### config.mk
export PLATFORM = sky130hd
export DESIGN_NAME = mr_ls
export DESIGN_NICKNAME = d
export VERILOG_FILES = /design/src/rtl/mr_ls.sv
export SDC_FILE = /design/constraint.sdc
export NUM_CORES = 1
export LEC_CHECK = 0
export ABC_AREA = 1
export CAP_MARGIN = 20
export CORE_MARGIN = 2
export CORE_UTILIZATION = 40
export CTS_BUF_LIST = sky130_fd_sc_hd__clkbuf_8 sky130_fd_sc_hd__clkbuf_16
export CTS_CLUSTER_SIZE = 40
export DETAILED_ROUTE_END_ITERATION = 8
export HOLD_SLACK_MARGIN = 0.12
export PLACE_DENSITY = 0.73
export SYNTH_ARGS = -nofsm -noshare
export SYNTH_HDL_FRONTEND = slang
export SYNTH_SLANG_ARGS = --single-unit
### constraint.sdc
create_clock -name clk -period 1.4 [get_ports clk]
set_input_delay 0.42 -clock clk [delete_from_list [all_inputs] [get_ports clk]]
set_output_delay 0.42 -clock clk [all_outputs]
set_load 0.03 [all_outputs]
### src/rtl/mr_ls.sv
// ============================================================================
// Module   : mr_ls
// Brief    : Load/store stage of the mr-soc integer pipeline. Performs at most
//            one data-memory access per instruction over a single-outstanding
//            req/ack bus and hands the result to writeback.
// Revision : 1.0  initial release
// ============================================================================
`default_nettype none

`ifndef XLEN
`define XLEN 32
`endif
`ifndef REGSEL_BITS
`define REGSEL_BITS 5
`endif
`ifndef INSTID_BITS
`define INSTID_BITS 4
`endif

// Encodings of the enumerated inputs:
//   ls_memop : 0 = MEMOP_NONE, 1 = MEMOP_LOAD, 2 = MEMOP_STORE (3 behaves as NONE)
//   ls_size  : 0 = MEMSZ_1,    1 = MEMSZ_2,    2 = MEMSZ_4     (3 behaves as MEMSZ_4)
module mr_ls (
  input  logic                     clk,
  input  logic                     rst,
  // ALU stage side
  input  logic                     ls_valid,
  output logic                     ls_ready,
  input  logic [`INSTID_BITS-1:0]  ls_inst_id,
  input  logic [`XLEN-1:0]         ls_dest,
  input  logic [`REGSEL_BITS-1:0]  ls_dest_reg,
  input  logic [1:0]               ls_memop,
  input  logic [1:0]               ls_size,
  input  logic                     ls_signed,
  input  logic [`XLEN-1:0]         ls_payload,
  input  logic [1:0]               ls_payload_kind,
  input  logic                     ls_branch_taken,
  input  logic                     ls_branch_predicted,
  input  logic                     ls_is_jump,
  // Data memory bus
  output logic                     mem_req,
  output logic                     mem_we,
  output logic [`XLEN-1:0]         mem_addr,
  output logic [`XLEN-1:0]         mem_wdata,
  output logic [3:0]               mem_wstrb,
  input  logic                     mem_ack,
  input  logic [`XLEN-1:0]         mem_rdata,
  // Writeback side
  output logic                     wb_valid,
  input  logic                     wb_ready,
  output logic [`INSTID_BITS-1:0]  wb_inst_id,
  output logic [`REGSEL_BITS-1:0]  wb_dest_reg,
  output logic [`XLEN-1:0]         wb_payload,
  output logic [1:0]               wb_payload_kind,
  output logic                     wb_branch_taken,
  output logic                     wb_branch_predicted,
  output logic                     wb_is_jump,
  output logic [`XLEN-1:0]         wb_data,
  output logic                     wb_misaligned
);

  localparam logic [1:0] MEMOP_LOAD  = 2'd1;
  localparam logic [1:0] MEMOP_STORE = 2'd2;
  localparam logic [1:0] MEMSZ_1     = 2'd0;
  localparam logic [1:0] MEMSZ_2     = 2'd1;

  typedef enum logic [1:0] {
    S_IDLE = 2'd0,
    S_BUS  = 2'd1,
    S_DONE = 2'd2
  } state_t;

  state_t           r_state;
  state_t           w_state_nxt;
  logic [1:0]       r_size;
  logic             r_signed;
  logic             w_accept;
  logic             w_is_mem;
  logic             w_is_store;
  logic             w_misaligned;
  logic [3:0]       w_wstrb;
  logic [`XLEN-1:0] w_wdata;
  logic [`XLEN-1:0] w_shifted;
  logic [`XLEN-1:0] w_load_data;

  // A held result only blocks intake when writeback is not taking it, which
  // lets DONE hand off and accept the next instruction in the same cycle.
  assign ls_ready = (r_state != S_BUS) && (!wb_valid || wb_ready);
  assign wb_valid = (r_state == S_DONE);
  assign mem_req  = (r_state == S_BUS);

  assign w_accept     = ls_valid && ls_ready;
  assign w_is_store   = (ls_memop == MEMOP_STORE);
  assign w_is_mem     = (ls_memop == MEMOP_LOAD) || w_is_store;
  assign w_misaligned = w_is_mem &&
                        (((ls_size == MEMSZ_2) && ls_dest[0]) ||
                         ((ls_size != MEMSZ_1) && (ls_size != MEMSZ_2) && (ls_dest[1:0] != 2'b00)));

  // Store lane steering: strobes select the addressed bytes, data is replicated
  // so every lane carries the value regardless of offset.
  always_comb begin
    w_wstrb = 4'b1111;
    w_wdata = ls_payload;
    case (ls_size)
      MEMSZ_1: begin
        w_wstrb = 4'b0001 << ls_dest[1:0];
        w_wdata = {4{ls_payload[7:0]}};
      end
      MEMSZ_2: begin
        w_wstrb = 4'b0011 << ls_dest[1:0];
        w_wdata = {2{ls_payload[15:0]}};
      end
      default: begin
        w_wstrb = 4'b1111;
        w_wdata = ls_payload;
      end
    endcase
  end

  // Load extraction; wb_data still holds the byte address while the bus is busy.
  always_comb begin
    w_shifted   = mem_rdata >> {wb_data[1:0], 3'b000};
    w_load_data = mem_rdata;
    case (r_size)
      MEMSZ_1: w_load_data = r_signed ? {{(`XLEN-8){w_shifted[7]}}, w_shifted[7:0]}
                                      : {{(`XLEN-8){1'b0}}, w_shifted[7:0]};
      MEMSZ_2: w_load_data = r_signed ? {{(`XLEN-16){w_shifted[15]}}, w_shifted[15:0]}
                                      : {{(`XLEN-16){1'b0}}, w_shifted[15:0]};
      default: w_load_data = mem_rdata;
    endcase
  end

  // State register.
  always_ff @(posedge clk or negedge rst) begin
    if (!rst) r_state <= S_IDLE;
    else      r_state <= w_state_nxt;
  end

  // Next-state: intake from IDLE or from DONE on handoff; BUS waits for ack.
  always_comb begin
    w_state_nxt = r_state;
    case (r_state)
      S_IDLE, S_DONE: begin
        if (w_accept)
          w_state_nxt = (w_is_mem && !w_misaligned) ? S_BUS : S_DONE;
        else if (r_state == S_DONE && wb_ready)
          w_state_nxt = S_IDLE;
      end
      S_BUS: begin
        if (mem_ack) w_state_nxt = S_DONE;
      end
      default: w_state_nxt = S_IDLE;
    endcase
  end

  // Datapath: capture the instruction on accept, launch the bus access, and
  // fold the load word into wb_data when the ack arrives.
  always_ff @(posedge clk or negedge rst) begin
    if (!rst) begin
      wb_inst_id          <= '0;
      wb_dest_reg         <= '0;
      wb_payload          <= '0;
      wb_payload_kind     <= '0;
      wb_branch_taken     <= 1'b0;
      wb_branch_predicted <= 1'b0;
      wb_is_jump          <= 1'b0;
      wb_data             <= '0;
      wb_misaligned       <= 1'b0;
      r_size              <= '0;
      r_signed            <= 1'b0;
      mem_we              <= 1'b0;
      mem_addr            <= '0;
      mem_wdata           <= '0;
      mem_wstrb           <= '0;
    end else if (w_accept) begin
      wb_inst_id          <= ls_inst_id;
      wb_dest_reg         <= ls_dest_reg;
      wb_payload          <= ls_payload;
      wb_payload_kind     <= ls_payload_kind;
      wb_branch_taken     <= ls_branch_taken;
      wb_branch_predicted <= ls_branch_predicted;
      wb_is_jump          <= ls_is_jump;
      wb_data             <= ls_dest;
      wb_misaligned       <= w_misaligned;
      r_size              <= ls_size;
      r_signed            <= ls_signed;
      if (w_is_mem && !w_misaligned) begin
        mem_we    <= w_is_store;
        mem_addr  <= {ls_dest[`XLEN-1:2], 2'b00};
        mem_wdata <= w_wdata;
        mem_wstrb <= w_is_store ? w_wstrb : 4'b0000;
      end
    end else if (r_state == S_BUS && mem_ack) begin
      mem_we    <= 1'b0;
      mem_wstrb <= 4'b0000;
      if (!mem_we) wb_data <= w_load_data;
    end
  end

endmodule

`default_nettype wire

==> results of run 1 <==
==> what timing repair did <==
action | in CTS | in global routing
setup buffers | 58 | 55
endpoints found under the setup margin | 295 | 292
gates cloned | 24 | 1
endpoints found under the hold margin | 52 | 0
hold buffers | 1 | 0
pin swaps | 16 | 11
resized for setup | 259 | 83
==> power by group through the flow <==
stage | sequential, mW | clock [mW] | combinational (mW)
global route | 7.86 | 5.23 | 18.5
floorplan | 10.7 | 0 | 3.89
detailed placement | 7.40 | 0 | 12.6
CTS | 7.61 | 5.03 | 16.0
finish | 7.69 | 4.98 | 17.6
global placement | 7.39 | 0 | 12.4
==> kinds of logic after synthesis <==
kind of cell             count (synthesis)
AND/OR/NAND/NOR                        448
adder cells (fa/ha/maj)                  1
other                                    1
AO/OA/AOI/OAI                          187
flip-flops                             151
buffers and inverters                  126
==> placed cells by master, fill, tap and decap left out, types with 5 or more instances in the layout <==
cell,netlist,layout
o21ai_1,34,49
nor2_4,1,10
clkbuf_16,0,18
buf_12,0,27
nand3_1,26,25
buf_4,4,159
nor2_2,2,24
dfrtp_1,151,148
inv_1,64,60
bufbuf_16,0,5
buf_16,0,13
nand2_2,5,25
o21ai_0,84,56
clkdlybuf4s50_1,0,116
buf_8,0,5
a21oi_2,0,15
nand3b_1,8,8
buf_6,7,165
nor2_1,70,40
o21ai_2,0,13
a31oi_1,15,15
nand4_1,16,16
a21oi_1,43,28
nand2_1,315,288
nand2_8,0,7
==> per-layer routing <==
layer  up-vias  track usage
met5         -            0
met4         0        0.146
met3        93       0.0745
met2       457        0.510
met1      4002        0.383
li1       3892            -
==> path summary, 6_finish.rpt <==
kind | cells after the start | slack, ns | end | from
worst min-delay path | 2 | 0.40 | mem_addr[20] | rst
min in group clk | 2 | 0.50 | mem_addr[6] | mem_addr[6]
worst min register to register | 2 | 0.50 | mem_addr[6] | mem_addr[6]
max in group asynchronous | 3 | 0.47 | wb_data[1] | rst
worst max register to register | 11 | -0.40 | mem_wdata[31] | r_state[1]
worst max-delay path | 6 | -0.41 | ls_ready | r_state[0]
==> worst register-to-register path: cells and delay by family (launching register included) <==
kind | cells | cell delay, ns
AND/OR/NAND/NOR | 4 | 0.46
flip-flops | 1 | 0.40
buffers and inverters | 6 | 0.75
AO/OA/AOI/OAI | 1 | 0.06
==> per-stage QoR <==
step                      instances  power, mW   util  instance area [µm²]  setup WS [ns]
after floorplan                 915       14.6      -                 7410         -0.179
after global placement         1458       19.8  0.595                10600         -0.685
after detailed placement       1458       20.0  0.595                10600         -0.710
after CTS                      1572       28.7  0.740                13200         -0.401
after global routing           1622       31.6  0.774                13800         -0.464
final                          1622       30.3  0.774                13800         -0.407
==> final cells by class <==
| class | count | area share |
|---|---|---|
| Timing Repair inverter | 3 | 0.00245 |
| Multi-Input combinational cell | 643 | 0.243 |
| Timing Repair Buffer | 494 | 0.391 |
| Clock buffer | 18 | 0.0318 |
| Clock inverter | 13 | 0.0140 |
| Sequential cell | 151 | 0.274 |
| Tap cell | 229 | 0.0207 |
| Inverter | 71 | 0.0226 |
==> metrics.cfg, run 1 <==
[critical_path]
arrival_ns = 1.39
cp_max_fo = 3
crit_type = reg -> out
crit_path_cell_trace = inv_2 -> nand3b_4 -> buf_8 -> nand2_4 -> inv_2 -> buf_6
critPathLaunchType = flip-flop
endpoint_kind = output pin
required_ns = 0.98
crit_top_cell = inv_2
cp_num_buf_inv = 4
slowest_stage = dfrtp_2
critPathTopFamily = flip-flops
slowest_delay_ns = 0.43

[final_layout]
antennaDiodeCount = 0
multi_input_area_um2 = 3360
drive_gt1_frac = 0.381
area_growth_pct = 91.2
final-seq-area_um2 = 3780
fin_nets = 1502
reg_top3 = mem_wdata x32, wb_data x32, wb_payload x32
n_fill_cell = 1125

[drt]
routed-wl-met2_um = 15000
drt-initial-drc-count = 679
num_vias = 8444
dr.pass1.iters = 5
drtAntennaViolNets = 0
drc_errors = 0
route.met3.wl_um = 2630
routed_wire_length_per_instance_um = 19.1
wl_met1_um = 11900
viasPerCell = 5.21
top_layer_used = met4
drt-total-wl_um = 31000

[cts]
cts_tree = done
root_buffer = clkbuf_16
clockBufferDepth = 2
cts_max_level = 4
clkSlewWorstSetupHoldPaths_ns = 0.07
clk_latency_ns = 0.43
cts_buffers = 17
cts.sinks = 151

[synthesis]
synth_compound_area_frac = 0.136
postSynthCellCount = 914
synth_xor_area_frac = 0
synth.avg_cell_area_um2 = 7.90
synthArstFlopShare = 1.00
synth_top_area_share = 0.523
syn_area_um2 = 7220
synth.cells.most_frequent = 315 x nand2_1, 151 x dfrtp_1, 84 x o21ai_0, 70 x nor2_1, 64 x inv_1
synth.most_common_cell = nand2_1
yosys_warnings = 0
synthTopCellsByArea = dfrtp_1 52%, nand2_1 16%, o21ai_0 5.8%
synth_top_family_by_area = simple AND/OR/NAND/NOR gates
muxShareOfSynthArea = 0
ys.flop_type = dfrtp_1
synth_edf_count = 0
synthAdderAreaFrac = 0.00173
ys_seq_area_frac = 0.523
synth-seq-cells = 151
synth_top_area_cell = dfrtp_1
yosys.area_share.simple = 0.260
ys_types = 33

[pwr]
total_leakage_power_nw = 6.83
power_frac_clock = 0.164
p_sw_frac = 0.418
power_density_nw_per_um2 = 2190
p_int_mw = 17.6
pwr-share-comb = 0.582
seqPwrFrac = 0.254
p_sw_mw = 12.7
ir_worst_vdd_mv = 1.51

[floorplan]
start_util = 0.405
dieHeight_um = 138
fp.dieW_um = 138
core-area_um2 = 17800
die_area_um2 = 19100
rows = 49
boundaryPins = 271

[sta]
fin_crit_ns = 1.81
clock_skew_ns = 0.0105
worst_hold_slack_ns = 0.402
setup_tns_ns = -44.00
timing.fmax_mhz = 554
grt_setup_unrepaired = true
hold_viol_final = 0
drv_slew = 0
finalSetupViolCount = 180
fin_ws_ns = -0.407
layout_worst_path_cycle_share = 1.29

[run_status]
status = finished, violations left
violations = setup timing

[placed_design]
dpl.hpwl_um = 18600
port-buffer-count = 268
routabilityCongestion = 0.924

[global_routing]
grt_pass1_wl_um = 46000
grt-ovfl-total = 0
track_usage = 0.309
first_global_vias = 8480
grt_max_degree = 44
antenna_found_initial = 0

[hold_path]
min_path_type = in -> async

[job]
cap_violations = 0

Power figures use the tool's default switching activity.
==> run 2, diff against run 1 <==
--- a/config.mk
+++ b/config.mk
@@ -10,7 +10,7 @@
 export CORE_MARGIN = 2
 export CORE_UTILIZATION = 40
 export CTS_BUF_LIST = sky130_fd_sc_hd__clkbuf_8 sky130_fd_sc_hd__clkbuf_16
-export CTS_CLUSTER_SIZE = 40
+export CTS_CLUSTER_SIZE = 20
 export DETAILED_ROUTE_END_ITERATION = 8
 export HOLD_SLACK_MARGIN = 0.12
 export PLACE_DENSITY = 0.73
==> results of run 2 <==
No change in the layout: final DEF, timing and power equal those of run 1.
==> run 3, diff against run 2 <==
--- a/config.mk
+++ b/config.mk
@@ -7,6 +7,7 @@
 export LEC_CHECK = 0
 export ABC_AREA = 1
 export CAP_MARGIN = 20
+export CORE_ASPECT_RATIO = 1.4
 export CORE_MARGIN = 2
 export CORE_UTILIZATION = 40
 export CTS_BUF_LIST = sky130_fd_sc_hd__clkbuf_8 sky130_fd_sc_hd__clkbuf_16
@@ -14,6 +15,7 @@
 export DETAILED_ROUTE_END_ITERATION = 8
 export HOLD_SLACK_MARGIN = 0.12
 export PLACE_DENSITY = 0.73
+export SETUP_SLACK_MARGIN = 0.02
 export SYNTH_ARGS = -nofsm -noshare
 export SYNTH_HDL_FRONTEND = slang
 export SYNTH_SLANG_ARGS = --single-unit
==> run 3 against run 2 <==
Net effect: the flow still finishes with violations (setup timing); utilization is 2.5 points higher; critical path depth up 5; clock-buffer cell count down 1; worst setup slack got worse by 0.095 ns; register-to-register slack worse by 0.05 ns; combinational power up 7%; clock power decreased by 8.8%.
==> metrics.cfg, run 3 (synthesized netlist as in run 1, its figures left out) <==
[run_status]
status = finished, violations left  ; unchanged
violations = setup timing  ; unchanged

[sta]
fin_crit_ns = 1.90  ; was 1.81 ns
finalSetupViolCount = 215  ; was 180
worst_hold_slack_ns = 0.461  ; was 0.402 ns
layout_worst_path_cycle_share = 1.36  ; was 1.29
clock_skew_ns = 0.00986  ; was 0.0105 ns
fin_ws_ns = -0.501  ; was -0.407 ns
drv_slew = 0  ; unchanged
timing.fmax_mhz = 526  ; was 554 MHz
grt_setup_unrepaired = true  ; unchanged
hold_viol_final = 0  ; unchanged

[floorplan]
fp.dieW_um = 118  ; was 138 µm
start_util = 0.404  ; was 0.405
dieHeight_um = 163  ; was 138 µm
boundaryPins = 271  ; unchanged
rows = 58  ; was 49
core-area_um2 = 17900  ; was 17800 µm²
die_area_um2 = 19200  ; was 19100 µm²

[pwr]
power_mw = 31.2  ; was 30.3 mW
power_density_nw_per_um2 = 2190  ; about the same
ir_worst_vdd_mv = 1.39  ; was 1.51 mV
total_leakage_power_nw = 6.94  ; was 6.83 nW

[critical_path]
arrival_ns = 2.24  ; was 1.39 ns
crit_type = in -> reg  ; was reg -> out
endpoint_kind = flip-flop  ; was output pin
critPathLaunchType = input port  ; was flip-flop
required_ns = 1.74  ; was 0.98 ns
cp_max_fo = 7  ; was 3

[cts]
cts_tree = done  ; unchanged
cts_max_level = 4  ; unchanged
clkSlewWorstSetupHoldPaths_ns = 0.07  ; about the same
cts_buffers = 17  ; unchanged
clockBufferDepth = 2  ; unchanged
clk_latency_ns = 0.43  ; about the same
root_buffer = clkbuf_16  ; unchanged
cts.sinks = 151  ; unchanged

[final_layout]
reg_top3 = mem_wdata x32, wb_data x32, wb_payload x32  ; unchanged
postLayoutCoreUtil = 0.799  ; was 0.774
layout_commonest_cell = nand2_1  ; unchanged
drive_gt1_frac = 0.428  ; was 0.381
multi_input_area_um2 = 3670  ; was 3360 µm²
n_fill_cell = 1061  ; was 1125
final-seq-area_um2 = 3790  ; was 3780 µm²
antennaDiodeCount = 0  ; unchanged
most-common-layout-cells = 247 x nand2_1, 165 x buf_4, 143 x dfrtp_1  ; was 288 x nand2_1, 165 x buf_6, 159 x buf_4
fin_nets = 1505  ; was 1502
area_growth_pct = 97.6  ; was 91.2%

[global_routing]
grt_max_degree = 56  ; was 44
first_global_vias = 8163  ; was 8480
grt_pass1_wl_um = 43900  ; was 46000 µm
track_usage = 0.294  ; was 0.309
grt-ovfl-total = 0  ; unchanged
antenna_found_initial = 0  ; unchanged

[job]
cap_violations = 0  ; unchanged

[drt]
drt-initial-drc-count = 711  ; was 679
drtAntennaViolNets = 0  ; unchanged
num_vias = 8857  ; was 8444
dr.pass1.iters = 5  ; unchanged
routed_wire_length_per_instance_um = 20.8  ; was 19.1 µm
viasPerCell = 5.41  ; was 5.21
drc_errors = 0  ; unchanged
drt-total-wl_um = 34100  ; was 31000 µm

[hold_path]
min_path_type = in -> async  ; unchanged

[placed_design]
port-buffer-count = 268  ; unchanged
dpl.hpwl_um = 18700  ; was 18600 µm
routabilityCongestion = 0.930  ; was 0.924

-- run 3: changes by cell type in the layout (fill, tap and decap cells not counted), moves of 5 or more --
cell,before,now
dfrtp_1,148,143
buf_6,165,139
buf_12,27,59
dfrtp_2,3,8
nor2_4,10,15
nand2_2,25,42
buf_4,159,165
nand2_4,4,30
o21ai_1,49,38
nand2_1,288,247
o21ai_2,13,26
-- run 3: report_power, final --
group          switching [mW]  internal, mW  leakage, nW
Combinational            9.72          9.05         4.84
Sequential               1.70          6.20         1.84
Clock                    2.06          2.48        0.271
Total                    13.5          17.7         6.94
-- run 3: critical path: stages --
cell	delay (ns)
clkdlybuf4s50_1	0.52
nand3b_4	0.17
buf_6	0.10
nand3_4	0.12
buf_12	0.16
buf_12	0.14
buf_12	0.14
buf_12	0.14
inv_12	0.07
nand2_1	0.05
o21ai_1	0.19
-- run 3: final cells by class --
cell class / instances / share of cell area
clock inverter: 15 / 0.00991
timing repair buffer: 498 / 0.391
tap: 240 / 0.0210
inverter: 71 / 0.0218
timing repair inverter: 3 / 0.00368
multi-input combinational: 642 / 0.257
clock buffer: 17 / 0.0298
sequential: 151 / 0.266
-- run 3: per-stage QoR --
step / instance area (µm²) / setup TNS [ns] / worst slack, ns / std cells
floorplan: 7430 / -10.85 / -0.179 / 915
global placement: 11000 / -86.61 / -0.714 / 1470
detailed placement: 11000 / -89.13 / -0.728 / 1470
CTS: 12700 / -43.39 / -0.386 / 1552
global route: 14300 / -68.15 / -0.549 / 1637
finish: 14300 / -58.26 / -0.501 / 1637
-- run 3: metal layers --
metal	share of wire	up-vias	track usage
met1	0.34	4230	0.337
met3	0.078	159	0.0620
met5	0	-	0
li1	-	3881	-
met4	0.068	0	0.113
met2	0.51	587	0.538
-- run 3: worst paths after layout --
check                       startpoint            end  slack, ns  depth (start not counted)
max                           wb_ready   mem_wstrb[1]      -0.50                         11
min                                rst   mem_addr[27]       0.46                          2
max reg2reg                 r_state[1]   mem_wstrb[1]      -0.45                         11
min reg2reg                mem_addr[7]    mem_addr[7]       0.50                          2
max in group asynchronous          rst  wb_inst_id[1]       0.40                          3
min in group clk           mem_addr[7]    mem_addr[7]       0.50                          2
-- run 3: what timing repair did --
| action | 4_1_cts | 5_1_grt |
|---|---|---|
| hold buffers | 1 | 0 |
| pin swaps | 17 | 21 |
| hold endpoints to repair | 22 | 0 |
| setup endpoints to repair | 286 | 300 |
| resized for setup | 113 | 278 |
| setup buffers | 30 | 83 |
| gates cloned | 19 | 6 |
